## src/rtl/rv_pkg.sv

```systemverilog
// Shared encodings for the RV32 execute stage: ALU op codes, writeback and
// forward selects, the MUL/DIV state enum and the EX/MEM register layout.
package rv_pkg;

   typedef enum logic [3:0] {
      ALU_ADD   = 4'b0000,
      ALU_SUB   = 4'b0001,
      ALU_AND   = 4'b0010,
      ALU_OR    = 4'b0011,
      ALU_XOR   = 4'b0100,
      ALU_SLT   = 4'b0101,
      ALU_SLTU  = 4'b0110,
      ALU_SLL   = 4'b0111,
      ALU_SRL   = 4'b1000,
      ALU_SRA   = 4'b1001,
      ALU_MUL   = 4'b1010,
      ALU_MULHU = 4'b1011,
      ALU_DIVU  = 4'b1100,
      ALU_REMU  = 4'b1101,
      ALU_RSV0  = 4'b1110,
      ALU_RSV1  = 4'b1111
   } alu_op_e;

   typedef enum logic [1:0] {
      RES_ALU = 2'b00,
      RES_MEM = 2'b01,
      RES_PC4 = 2'b10,
      RES_IMM = 2'b11
   } result_src_e;

   typedef enum logic [1:0] {
      FWD_NONE = 2'b00,
      FWD_WB   = 2'b01,
      FWD_MEM  = 2'b10,
      FWD_RSV  = 2'b11
   } fwd_sel_e;

   typedef enum logic [1:0] {
      MD_IDLE = 2'b00,
      MD_BUSY = 2'b01,
      MD_DONE = 2'b10
   } md_state_e;

   typedef struct packed {
      logic        reg_write;
      logic        mem_write;
      logic [1:0]  result_src;
      logic [4:0]  rd;
      logic [31:0] alu_result;
      logic [31:0] write_data;
      logic [31:0] imm_ext;
      logic [31:0] pc_plus4;
   } ex_mem_t;

   function automatic logic is_muldiv(input logic [3:0] op);
      return (op == ALU_MUL) || (op == ALU_MULHU) || (op == ALU_DIVU) || (op == ALU_REMU);
   endfunction

endpackage

```

## src/rtl/execute_stage_if.sv

```systemverilog
// ID/EX inputs and EX/MEM outputs of the execute stage; master is the
// upstream pipeline side, slave is the execute stage itself.
interface execute_stage_if #(parameter int XLEN = 32);
   logic            valid_e;
   logic            flush_e;
   logic            RegWritee;
   logic            MemWritee;
   logic [1:0]      ResultSrce;
   logic [3:0]      ALUControle;
   logic            ALUSrce;
   logic [4:0]      Rde;
   logic [XLEN-1:0] rd1e;
   logic [XLEN-1:0] rd2e;
   logic [XLEN-1:0] immexte;
   logic [XLEN-1:0] pcplus4e;
   logic [1:0]      ForwardAe;
   logic [1:0]      ForwardBe;
   logic [XLEN-1:0] ResultW;

   logic            stall_ex;
   logic            RegWritem;
   logic            MemWritem;
   logic [1:0]      ResultSrcm;
   logic [4:0]      Rdm;
   logic [XLEN-1:0] ALUResultm;
   logic [XLEN-1:0] WriteDatam;
   logic [XLEN-1:0] immextm;
   logic [XLEN-1:0] pcplus4m;

   modport master (
      output valid_e, flush_e, RegWritee, MemWritee, ResultSrce, ALUControle, ALUSrce,
             Rde, rd1e, rd2e, immexte, pcplus4e, ForwardAe, ForwardBe, ResultW,
      input  stall_ex, RegWritem, MemWritem, ResultSrcm, Rdm, ALUResultm, WriteDatam,
             immextm, pcplus4m
   );

   modport slave (
      input  valid_e, flush_e, RegWritee, MemWritee, ResultSrce, ALUControle, ALUSrce,
             Rde, rd1e, rd2e, immexte, pcplus4e, ForwardAe, ForwardBe, ResultW,
      output stall_ex, RegWritem, MemWritem, ResultSrcm, Rdm, ALUResultm, WriteDatam,
             immextm, pcplus4m
   );
endinterface

```

## src/rtl/muldiv_iter.sv

```systemverilog
// Iterative unsigned multiply (shift-add) and restoring divide, one bit per cycle.
//   state   | meaning
//   MD_IDLE | waiting for start; on start latch operands and op, load counter
//   MD_BUSY | one shift-add / shift-subtract per cycle, counter runs down to 0
//   MD_DONE | result valid for one cycle, then back to idle
module muldiv_iter
   import rv_pkg::*;
#(
   parameter int XLEN      = 32,
   parameter int MD_CYCLES = XLEN
) (
   input  logic            clk,
   input  logic            reset,
   input  logic            start,
   input  logic [3:0]      op,
   input  logic [XLEN-1:0] a,
   input  logic [XLEN-1:0] b,
   input  logic            flush,
   output logic            busy,
   output logic            done,
   output logic [XLEN-1:0] result
);

   localparam int CW = $clog2(MD_CYCLES);
   localparam logic [CW-1:0] CNT_LAST = CW'(MD_CYCLES - 1);

   md_state_e       state_q, state_d;
   logic [CW-1:0]   cnt_q, cnt_d;
   logic [XLEN-1:0] hi_q, hi_d;
   logic [XLEN-1:0] lo_q, lo_d;
   logic [XLEN-1:0] b_q, b_d;
   logic [3:0]      op_q, op_d;

   logic [XLEN:0]   mul_sum;
   logic [XLEN:0]   div_shift;
   logic            div_ge;
   logic [XLEN-1:0] div_rem;
   logic            is_mul;

   // hi holds the partial product / remainder, lo the multiplier / quotient.
   assign is_mul    = (op_q == ALU_MUL) || (op_q == ALU_MULHU);
   assign mul_sum   = {1'b0, hi_q} + (lo_q[0] ? {1'b0, b_q} : '0);
   assign div_shift = {hi_q, lo_q[XLEN-1]};
   assign div_ge    = div_shift >= {1'b0, b_q};
   assign div_rem   = div_shift[XLEN-1:0] - b_q;
   assign result    = ((op_q == ALU_MULHU) || (op_q == ALU_REMU)) ? hi_q : lo_q;

   always_comb begin
      state_d = state_q;
      cnt_d   = cnt_q;
      hi_d    = hi_q;
      lo_d    = lo_q;
      b_d     = b_q;
      op_d    = op_q;
      busy    = 1'b0;
      done    = 1'b0;
      case (state_q)
         MD_IDLE: begin
            if (start) begin
               busy    = 1'b1;
               state_d = MD_BUSY;
               cnt_d   = CNT_LAST;
               hi_d    = '0;
               lo_d    = a;
               b_d     = b;
               op_d    = op;
            end
         end
         MD_BUSY: begin
            busy = 1'b1;
            if (is_mul) begin
               hi_d = mul_sum[XLEN:1];
               lo_d = {mul_sum[0], lo_q[XLEN-1:1]};
            end else if (div_ge) begin
               hi_d = div_rem;
               lo_d = {lo_q[XLEN-2:0], 1'b1};
            end else begin
               hi_d = div_shift[XLEN-1:0];
               lo_d = {lo_q[XLEN-2:0], 1'b0};
            end
            if (cnt_q == '0) state_d = MD_DONE;
            else             cnt_d   = cnt_q - 1'b1;
            if (flush) state_d = MD_IDLE;
         end
         MD_DONE: begin
            done    = ~flush;
            state_d = MD_IDLE;
         end
         default: state_d = MD_IDLE;
      endcase
   end

   always_ff @(posedge clk or negedge reset) begin
      if (!reset) begin
         state_q <= MD_IDLE;
         cnt_q   <= '0;
         hi_q    <= '0;
         lo_q    <= '0;
         b_q     <= '0;
         op_q    <= '0;
      end else begin
         state_q <= state_d;
         cnt_q   <= cnt_d;
         hi_q    <= hi_d;
         lo_q    <= lo_d;
         b_q     <= b_d;
         op_q    <= op_d;
      end
   end

endmodule

```

## src/rtl/execute_stage.sv

```systemverilog
// RV32 execute stage: operand forwarding, single-cycle ALU, iterative MUL/DIV
// with front-end stall, and the EX/MEM pipeline register.
module execute_stage
   import rv_pkg::*;
#(
   parameter int XLEN      = 32,
   parameter int MD_CYCLES = XLEN
) (
   input logic            clk,
   input logic            reset,
   execute_stage_if.slave ex
);

   ex_mem_t         exmem_q, exmem_d;
   logic [XLEN-1:0] fwd_a, fwd_b, src_b;
   logic [XLEN-1:0] alu_out;
   logic [XLEN-1:0] md_result;
   logic            md_op, md_start, md_busy, md_done;
   logic            load_ok;

   always_comb begin
      case (ex.ForwardAe)
         FWD_WB:  fwd_a = ex.ResultW;
         FWD_MEM: fwd_a = exmem_q.alu_result;
         default: fwd_a = ex.rd1e;
      endcase
      case (ex.ForwardBe)
         FWD_WB:  fwd_b = ex.ResultW;
         FWD_MEM: fwd_b = exmem_q.alu_result;
         default: fwd_b = ex.rd2e;
      endcase
   end

   assign src_b = ex.ALUSrce ? ex.immexte : fwd_b;

   always_comb begin
      alu_out = '0;
      case (ex.ALUControle)
         ALU_ADD:  alu_out = fwd_a + src_b;
         ALU_SUB:  alu_out = fwd_a - src_b;
         ALU_AND:  alu_out = fwd_a & src_b;
         ALU_OR:   alu_out = fwd_a | src_b;
         ALU_XOR:  alu_out = fwd_a ^ src_b;
         ALU_SLT:  alu_out = {{(XLEN-1){1'b0}}, $signed(fwd_a) < $signed(src_b)};
         ALU_SLTU: alu_out = {{(XLEN-1){1'b0}}, fwd_a < src_b};
         ALU_SLL:  alu_out = fwd_a << src_b[4:0];
         ALU_SRL:  alu_out = fwd_a >> src_b[4:0];
         ALU_SRA:  alu_out = $signed(fwd_a) >>> src_b[4:0];
         default:  alu_out = '0;
      endcase
   end

   assign md_op    = is_muldiv(ex.ALUControle);
   assign md_start = ex.valid_e & md_op & ~ex.flush_e;

   muldiv_iter #(
      .XLEN      (XLEN),
      .MD_CYCLES (MD_CYCLES)
   ) u_muldiv (
      .clk    (clk),
      .reset  (reset),
      .start  (md_start),
      .op     (ex.ALUControle),
      .a      (fwd_a),
      .b      (src_b),
      .flush  (ex.flush_e),
      .busy   (md_busy),
      .done   (md_done),
      .result (md_result)
   );

   // A multi-cycle op only reaches EX/MEM in its DONE cycle; otherwise a bubble.
   assign load_ok = ex.valid_e & ~ex.flush_e & ~md_busy & (~md_op | md_done);

   always_comb begin
      exmem_d = '0;
      if (load_ok) begin
         exmem_d.reg_write  = ex.RegWritee;
         exmem_d.mem_write  = ex.MemWritee;
         exmem_d.result_src = ex.ResultSrce;
         exmem_d.rd         = ex.Rde;
         exmem_d.alu_result = md_op ? md_result : alu_out;
         exmem_d.write_data = fwd_b;
         exmem_d.imm_ext    = ex.immexte;
         exmem_d.pc_plus4   = ex.pcplus4e;
      end
   end

   always_ff @(posedge clk or negedge reset) begin
      if (!reset) exmem_q <= '0;
      else        exmem_q <= exmem_d;
   end

   assign ex.stall_ex   = md_busy & reset;
   assign ex.RegWritem  = exmem_q.reg_write;
   assign ex.MemWritem  = exmem_q.mem_write;
   assign ex.ResultSrcm = exmem_q.result_src;
   assign ex.Rdm        = exmem_q.rd;
   assign ex.ALUResultm = exmem_q.alu_result;
   assign ex.WriteDatam = exmem_q.write_data;
   assign ex.immextm    = exmem_q.imm_ext;
   assign ex.pcplus4m   = exmem_q.pc_plus4;

endmodule
```

## src/flat_wrapper.sv

```systemverilog
// flat-port wrapper written by rule: the top's interface ports become plain ports
module execute_stage_flat import rv_pkg::*;
#(
   parameter int XLEN      = 32,
   parameter int MD_CYCLES = XLEN
)
  (clk, reset, ex_valid_e, ex_flush_e, ex_RegWritee, ex_MemWritee, ex_ResultSrce, ex_ALUControle, ex_ALUSrce, ex_Rde, ex_rd1e, ex_rd2e, ex_immexte, ex_pcplus4e, ex_ForwardAe, ex_ForwardBe, ex_ResultW, ex_stall_ex, ex_RegWritem, ex_MemWritem, ex_ResultSrcm, ex_Rdm, ex_ALUResultm, ex_WriteDatam, ex_immextm, ex_pcplus4m);
  execute_stage_if #(.XLEN(XLEN)) ex_i ();
  input logic clk;
  input logic reset;
  input wire logic [$bits(ex_i.valid_e)-1:0] ex_valid_e;
  input wire logic [$bits(ex_i.flush_e)-1:0] ex_flush_e;
  input wire logic [$bits(ex_i.RegWritee)-1:0] ex_RegWritee;
  input wire logic [$bits(ex_i.MemWritee)-1:0] ex_MemWritee;
  input wire logic [$bits(ex_i.ResultSrce)-1:0] ex_ResultSrce;
  input wire logic [$bits(ex_i.ALUControle)-1:0] ex_ALUControle;
  input wire logic [$bits(ex_i.ALUSrce)-1:0] ex_ALUSrce;
  input wire logic [$bits(ex_i.Rde)-1:0] ex_Rde;
  input wire logic [$bits(ex_i.rd1e)-1:0] ex_rd1e;
  input wire logic [$bits(ex_i.rd2e)-1:0] ex_rd2e;
  input wire logic [$bits(ex_i.immexte)-1:0] ex_immexte;
  input wire logic [$bits(ex_i.pcplus4e)-1:0] ex_pcplus4e;
  input wire logic [$bits(ex_i.ForwardAe)-1:0] ex_ForwardAe;
  input wire logic [$bits(ex_i.ForwardBe)-1:0] ex_ForwardBe;
  input wire logic [$bits(ex_i.ResultW)-1:0] ex_ResultW;
  output wire logic [$bits(ex_i.stall_ex)-1:0] ex_stall_ex;
  output wire logic [$bits(ex_i.RegWritem)-1:0] ex_RegWritem;
  output wire logic [$bits(ex_i.MemWritem)-1:0] ex_MemWritem;
  output wire logic [$bits(ex_i.ResultSrcm)-1:0] ex_ResultSrcm;
  output wire logic [$bits(ex_i.Rdm)-1:0] ex_Rdm;
  output wire logic [$bits(ex_i.ALUResultm)-1:0] ex_ALUResultm;
  output wire logic [$bits(ex_i.WriteDatam)-1:0] ex_WriteDatam;
  output wire logic [$bits(ex_i.immextm)-1:0] ex_immextm;
  output wire logic [$bits(ex_i.pcplus4m)-1:0] ex_pcplus4m;
  assign ex_i.valid_e = ex_valid_e;
  assign ex_i.flush_e = ex_flush_e;
  assign ex_i.RegWritee = ex_RegWritee;
  assign ex_i.MemWritee = ex_MemWritee;
  assign ex_i.ResultSrce = ex_ResultSrce;
  assign ex_i.ALUControle = ex_ALUControle;
  assign ex_i.ALUSrce = ex_ALUSrce;
  assign ex_i.Rde = ex_Rde;
  assign ex_i.rd1e = ex_rd1e;
  assign ex_i.rd2e = ex_rd2e;
  assign ex_i.immexte = ex_immexte;
  assign ex_i.pcplus4e = ex_pcplus4e;
  assign ex_i.ForwardAe = ex_ForwardAe;
  assign ex_i.ForwardBe = ex_ForwardBe;
  assign ex_i.ResultW = ex_ResultW;
  assign ex_stall_ex = ex_i.stall_ex;
  assign ex_RegWritem = ex_i.RegWritem;
  assign ex_MemWritem = ex_i.MemWritem;
  assign ex_ResultSrcm = ex_i.ResultSrcm;
  assign ex_Rdm = ex_i.Rdm;
  assign ex_ALUResultm = ex_i.ALUResultm;
  assign ex_WriteDatam = ex_i.WriteDatam;
  assign ex_immextm = ex_i.immextm;
  assign ex_pcplus4m = ex_i.pcplus4m;
  execute_stage #(.XLEN(XLEN), .MD_CYCLES(MD_CYCLES)) u_core (.clk(clk), .reset(reset), .ex(ex_i));
endmodule
```

## config.mk

```make
export PLATFORM = sky130hd
export DESIGN_NAME = execute_stage_flat
export DESIGN_NICKNAME = d
export VERILOG_FILES = /design/src/rtl/rv_pkg.sv /design/src/rtl/execute_stage_if.sv /design/src/rtl/muldiv_iter.sv /design/src/rtl/execute_stage.sv /design/src/flat_wrapper.sv
export SDC_FILE = /design/constraint.sdc
export NUM_CORES = 1
export LEC_CHECK = 0
export ABC_AREA = 1
export CAP_MARGIN = 20
export CORE_MARGIN = 1
export CORE_UTILIZATION = 44
export DETAILED_ROUTE_END_ITERATION = 10
export PLACE_DENSITY = 0.64
export SYNTH_ARGS = -nofsm -noshare
export SYNTH_HDL_FRONTEND = slang
export SYNTH_SLANG_ARGS = --single-unit
export TNS_END_PERCENT = 1
```

## constraint.sdc

```tcl
create_clock -name clk -period 3.2 [get_ports clk]
set_clock_uncertainty 0.15 [all_clocks]
set_input_delay 0.48 -clock clk [delete_from_list [all_inputs] [get_ports clk]]
set_output_delay 0.48 -clock clk [all_outputs]
set_load 0.005 [all_outputs]
```

After elaboration in Yosys (flattened, before gate mapping)
Cells that the tools add are included.
{ "op_classes": {"add_sub_neg": 5, "order_cmp": 3, "n_eq_ne": 25, "shifts": 3, "muxes": 26, "bitwise": 13, "reduce_logical": 13} }
{ "ops": {"columns": ["op", "n"], "rows": [
  ["$pmux 32 s10", 1],
  ["$mux 32", 9],
  ["$pmux 32 s2", 4],
  ["$mux 137", 1],
  ["$lt 32x32->1", 2],
  ["$sub 32x32->32", 2],
  ["$eq 4x4->1 const B", 9],
  ["$add 32x32->33", 1],
  ["$ge 33x32->1", 1],
  ["$add 32x32->32", 1],
  ["$and 32x32->32", 1],
  ["$or 32x32->32", 1],
  ["$shl 32x5->32", 1],
  ["$shr 32x5->32", 1],
  ["$sshr 32x5->32", 1],
  ["$xor 32x32->32", 1],
  ["$eq 4x3->1 const B", 4],
  ["$mux 5", 2],
  ["$pmux 5 s2", 1],
  ["$eq 4x2->1 const B", 2],
  ["$and 1x1->1", 6],
  ["$eq 2x1->1 const B", 3],
  ["$eq 2x2->1 const B", 3],
  ["$mux 2", 3],
  ["17 further kinds", 27]
]} }
{ "totals": {"regBits": 244, "inputBits": 182, "out_inout_bits": 138, "wordCells": 102} }

Depth between registers and ports, before layout
{ "depth": {"word_depth": 12, "ltp_mapped": 28} }

Hierarchy
A second synthesis with hierarchy kept.
{ "hier_totals": {"hier_cells": 4578, "hier_area_um2": 26829.5} }
{ "modules_own_cells": {"columns": ["module", "instances", "cells_per_inst", "area_each_um2", "seq_area_each_um2"], "rows": [
  ["execute_stage", 1, 2718, 15952.8, 3428.3],
  ["muldiv_iter", 1, 1860, 10876.7, 2677.6]
]} }

Least setup slack after synthesis
OpenSTA, ideal clock, no wires.
{ "synth_path": {"path_kind": "input to register", "startpoint": "input ex_ForwardBe[0]", "endpoint": "register u_core.exmem_q, in the netlist u_core.ex.ALUResultm[24]", "arrival_time_ps": 3402, "required_ps": 2936, "path_slack_ps": -466, "stages": 23, "cell_sequence": "inv_1 > ha_1 > buf_2 > nand2_1 > nand3_1 > nand2_1 > buf_4 > buf_2 > buf_2 > ha_1 > buf_2 > nand2_1 > o21ai_0 > a31oi_1 > or2_2 > nand3_1 > nand2_1 > nand3_1 > nand2_1 > inv_1 > nand3_1 > nand2_1 > inv_1"} }
{ "synth_rtl": {"columns": ["element", "line_no", "source"], "rows": [
  ["start: declaration", "flat_wrapper.sv:24", "input wire logic [$bits(ex_i.ForwardBe)-1:0] ex_ForwardBe;"],
  ["end signal: assignment", "execute_stage.sv:91", "else exmem_q <= exmem_d;"],
  ["end: declaration", "execute_stage.sv:14", "ex_mem_t exmem_q, exmem_d;"]
]} }

==> metrics.md <==
| Metric | Value |
|---|---|
| Final worst slack | `-196 ps` |
| I/O Buffers | `319` |
| Die height | `243 µm` |
| Syn_area_per_cell | `6.13 µm²` |
| Cell Area, Placed | `34900 µm²` |
| HP Class | `input pin to flop` |
| P_sw | `0.0113 W` |
| Initial antenna violation count | `8` |
| First-pass GRT wire length | `201000 µm` |
| Overall Power | `0.0231 W` |
| Crit path arrival time | `3740 ps` |
| Root buffer cell | `clkbuf_16` |
| DRT iter0 DRCs | `4028` |
| Mapped Area | `25500 µm²` |
| Vias in the first global route | `31700` |
| Largest net degree at the start of global routing | `124` |
| # H-tree levels | `1` |
| Mapped Nets | `4513` |
| Clk network pwr share | `16.4%` |
| Final Critical Period | `3400 ps` |
| Row cnt | `87` |
| Core region area | `56800 µm²` |
| Final Wtd Congestion | `1.14` |
| WP data required | `3550 ps` |
| Sw Ratio | `48.8%` |
| Hold depth | `3` |
| GRT Util Overall | `45.3%` |
| TritonRoute pass-1 iters | `6` |
| Synth Register Bits | `244` |
| Leakage | `19.1 nW` |
| Achievable Freq | `294 MHz` |
| Die area | `58900 µm²` |
| R2r worst-path depth | `20` |
| Startpoint Class | `input pin` |
| Crit path cell chain | `clkdlybuf4s50_1 -> a221o_1 -> o21ai_2 -> nand2_1 -> o21ai_1 -> buf_4 -> buf_4 -> inv_1 -> ha_1 -> inv_2 -> o21ai_1 -> buf_4 -> a21oi_2 -> nand3_2 -> buf_4 -> o21ai_0 -> nand3_1 -> a21oi_1 -> nand3_1 -> nand2_1 -> inv_1` |
| Hold path endpoint | `u_core.ex.pcplus4m[25]` |
| Max_cap viols | `0` |
| Distinct cells, synth | `59` |
| Clock Path Buffers | `3` |
| Starting Density | `44.9%` |
| Share of cells above drive strength 1 | `22.7%` |
| Part of the power in registers | `18.5%` |
| Routed len/inst | `23.4 µm` |
| Pwr Density | `617 nW/µm²` |
| RR Endpoint | `u_core.ex.ALUResultm[12]` |
| FFs w/ async S/R, synth | `100%` |
| Post-synthesis sequential area ratio | `24.0%` |
| EDFF count, synth | `0` |
| Reg2Reg Launch Point | `u_core.ex.ALUResultm[9]` |
| Die W | `243 µm` |
| # placed instances | `5775` |
| DRT Wirelength | `138000 µm` |
| Most frequent cells in the layout | `nand2_1, buf_4, nand3_1, inv_1, nor2_1` |
| CP Capture Type | `flop` |
| RSZ-0062 raised after global routing | `yes` |
| GRT overflow | `0` |
| Drt drc | `0` |
| Worst hold path startpoint | `ex_pcplus4e[25]` |
| Non-filler instance count after layout | `5876` |
| Status | `finished, violations left` |
| Comb power frac | `65.1%` |
| Worst-Margin Slew | `1180 ps` |
| YS warnings | `0` |
| P&R area growth vs syn | `46.8%` |
| Post-synthesis cell count | `4160` |
| Worst-path fanout max | `3` |
| Flop-to-flop setup slack | `-190 ps` |
| Clock-pin slew on the worst setup and hold paths | `80 ps` |
| Slew headroom | `20.4%` |
| Via density | `5.73` |
| Post-route clock period utilization | `106%` |
| Primary FF master, synth | `dfrtp_1` |
| Fin area | `37400 µm²` |
| DP HPWL | `111000 µm` |
| Critical path class | `input pin to flop` |
| CTS Sinks | `244` |
| Most common cell after layout, fill and taps aside | `nand2_1` |
| CP most frequent cell | `buf_4` |
| Final nets | `5451` |
| Setup Viol. Count Final | `26` |
| CTS tree | `built` |
| Routed Antenna Nets | `0` |
| Top delay family on crit path | `buffers and inverters` |
| CP Buf/Inv Count | `8` |
| Slew Limit Fails | `0` |
| Failing checks | `setup timing` |
| Slowest stage cell, crit path | `clkdlybuf4s50_1` |
| Later-pin clock latency in the skew report | `620 ps` |
| Worst stage delay on the critical path | `470 ps` |
| I/O Pins | `320` |
| CTS buffer count | `30` |
| Internal | `0.0118 W` |
| Final Hold Vio Count | `0` |
| Total number of vias | `33600` |
| Peak supply drop | `0.000495 V` |
## power by group through the flow
| stage | clock (W) | combinational [W] | sequential [W] |
|---|---|---|---|
| floorplan | 0 | 0.00794 | 0.00405 |
| global placement | 0 | 0.0138 | 0.00429 |
| detailed placement | 0 | 0.0138 | 0.00429 |
| CTS | 0.00382 | 0.0144 | 0.00424 |
| global route | 0.00392 | 0.0161 | 0.00433 |
| finish | 0.00378 | 0.0150 | 0.00428 |
## Yosys cell counts, types with 12 or more instances
cell type  instances  area (µm²)
buf_2             75         375
ha_1             167        2090
nand4_1           49         307
nand3_1          599        3000
o21a_1            13        97.6
o21ai_1           64         320
o211ai_1          37         278
buf_1             23        86.3
o21bai_1          20         150
dfrtp_1          244        6110
xnor2_1           17         149
nand2_1          923        3460
o21ai_0          318        1590
clkbuf_1          84         315
o22ai_1           24         150
a21oi_1          285        1430
nor2_1           375        1410
nand3b_1          15         113
a31oi_1           19         119
nand2_2           15        93.8
a21o_1            14         105
a221o_1           27         270
or2_2             12        75.1
nor3_1            31         155
buf_4             13        97.6
inv_1            589        2210
xor2_1            19         166
## logic make-up (layout without fill, tap and decap cells)
group,Yosys count,after routing,share of synthesized area (%)
flip-flops,244,244,24.0
XOR/XNOR,36,36,1.24
buffers and inverters,804,1761,12.7
AND/OR/NAND/NOR,2051,2051,34.8
other,0,3,0
adder cells (fa/ha/maj),171,171,8.51
AO/OA/AOI/OAI,854,854,18.8
## worst reg2reg max path, delay by kind of cell, from the launching register on
| family | cells | cell delay [ps] |
|---|---|---|
| and+or+nand+nor | 5 | 560 |
| DFF | 1 | 410 |
| buffers and inverters | 7 | 820 |
| AOI/OAI and AO/OA | 7 | 1170 |
| adders and majority gates | 1 | 190 |
## sequential cells by signal (all words and copies together), names as in the netlist, 2 cells and up
| register | flops |
|---|---|
| u_core.ex.pcplus4m | 32 |
| u_core.ex.Rdm | 5 |
| u_core.u_muldiv.b_q | 32 |
| u_core.ex.WriteDatam | 32 |
| u_core.u_muldiv.lo_q | 32 |
| u_core.u_muldiv.hi_q | 32 |
| u_core.u_muldiv.cnt_q | 5 |
| u_core.u_muldiv.state_q | 2 |
| u_core.ex.immextm | 32 |
| u_core.ex.ALUResultm | 32 |
| u_core.u_muldiv.op_q | 4 |
| u_core.ex.ResultSrcm | 2 |
## timing repair
item / 4_1_cts / 5_1_grt
resized for setup: 201 / 115
cloned: 1 / 0
hold endpoints to repair: 244 / 0
endpoints found under the setup margin: 33 / 43
buffers inserted: 30 / 15
hold buffers: 1 / 0
pin swaps: 54 / 47
## layout make-up
class / count / area, µm²
clock inverter: 13 / 203
multi-input combinational: 3112 / 17500
tap: 756 / 946
antenna: 3 / 7.51
timing repair buffer: 1109 / 9580
inverter: 601 / 2270
sequential: 244 / 6110
clock buffer: 38 / 842
fill: 5289 / 19400
## worst max-delay path by stage
| stage | startpoint | endpoint | slack [ps] | cells after the start |
|---|---|---|---|---|
| after floorplan | ex_ForwardBe[0] | u_core.ex.ALUResultm[17] | -90 | 24 |
| after global placement | ex_ForwardBe[1] | u_core.ex.ALUResultm[26] | -1500 | 23 |
| after detailed placement | ex_ForwardBe[1] | u_core.ex.ALUResultm[26] | -1480 | 23 |
| after CTS | ex_ForwardBe[0] | u_core.ex.ALUResultm[17] | -160 | 25 |
| after global routing | ex_ALUSrce | u_core.ex.ALUResultm[24] | -370 | 24 |
| final | ex_ResultW[8] | u_core.ex.ALUResultm[12] | -200 | 21 |
## routing by layer
| metal | vias up | GRT usage, % | part of all wire (%) |
|---|---|---|---|
| met2 | 2062 | 70.5 | 43 |
| met1 | 15500 | 55.4 | 37 |
| li1 | 15600 | - | - |
| met5 | - | 0 | 0.034 |
| met3 | 487 | 10.1 | 11 |
| met4 | 8 | 32.1 | 8.8 |
## through the flow
stage | setup WS, ps | hold slack [ps] | utilization (%) | TNS [ps]
final | -196 | 223 | 65.8 | -2200
after global routing | -369 | 236 | 65.8 | -6740
after CTS | -156 | 200 | 65.1 | -2160
after detailed placement | -1480 | 350 | 61.3 | -38890
after global placement | -1500 | 348 | 61.3 | -38540
after floorplan | -89.1 | 34.4 | - | -1690
Power figures use the tool's default switching activity.
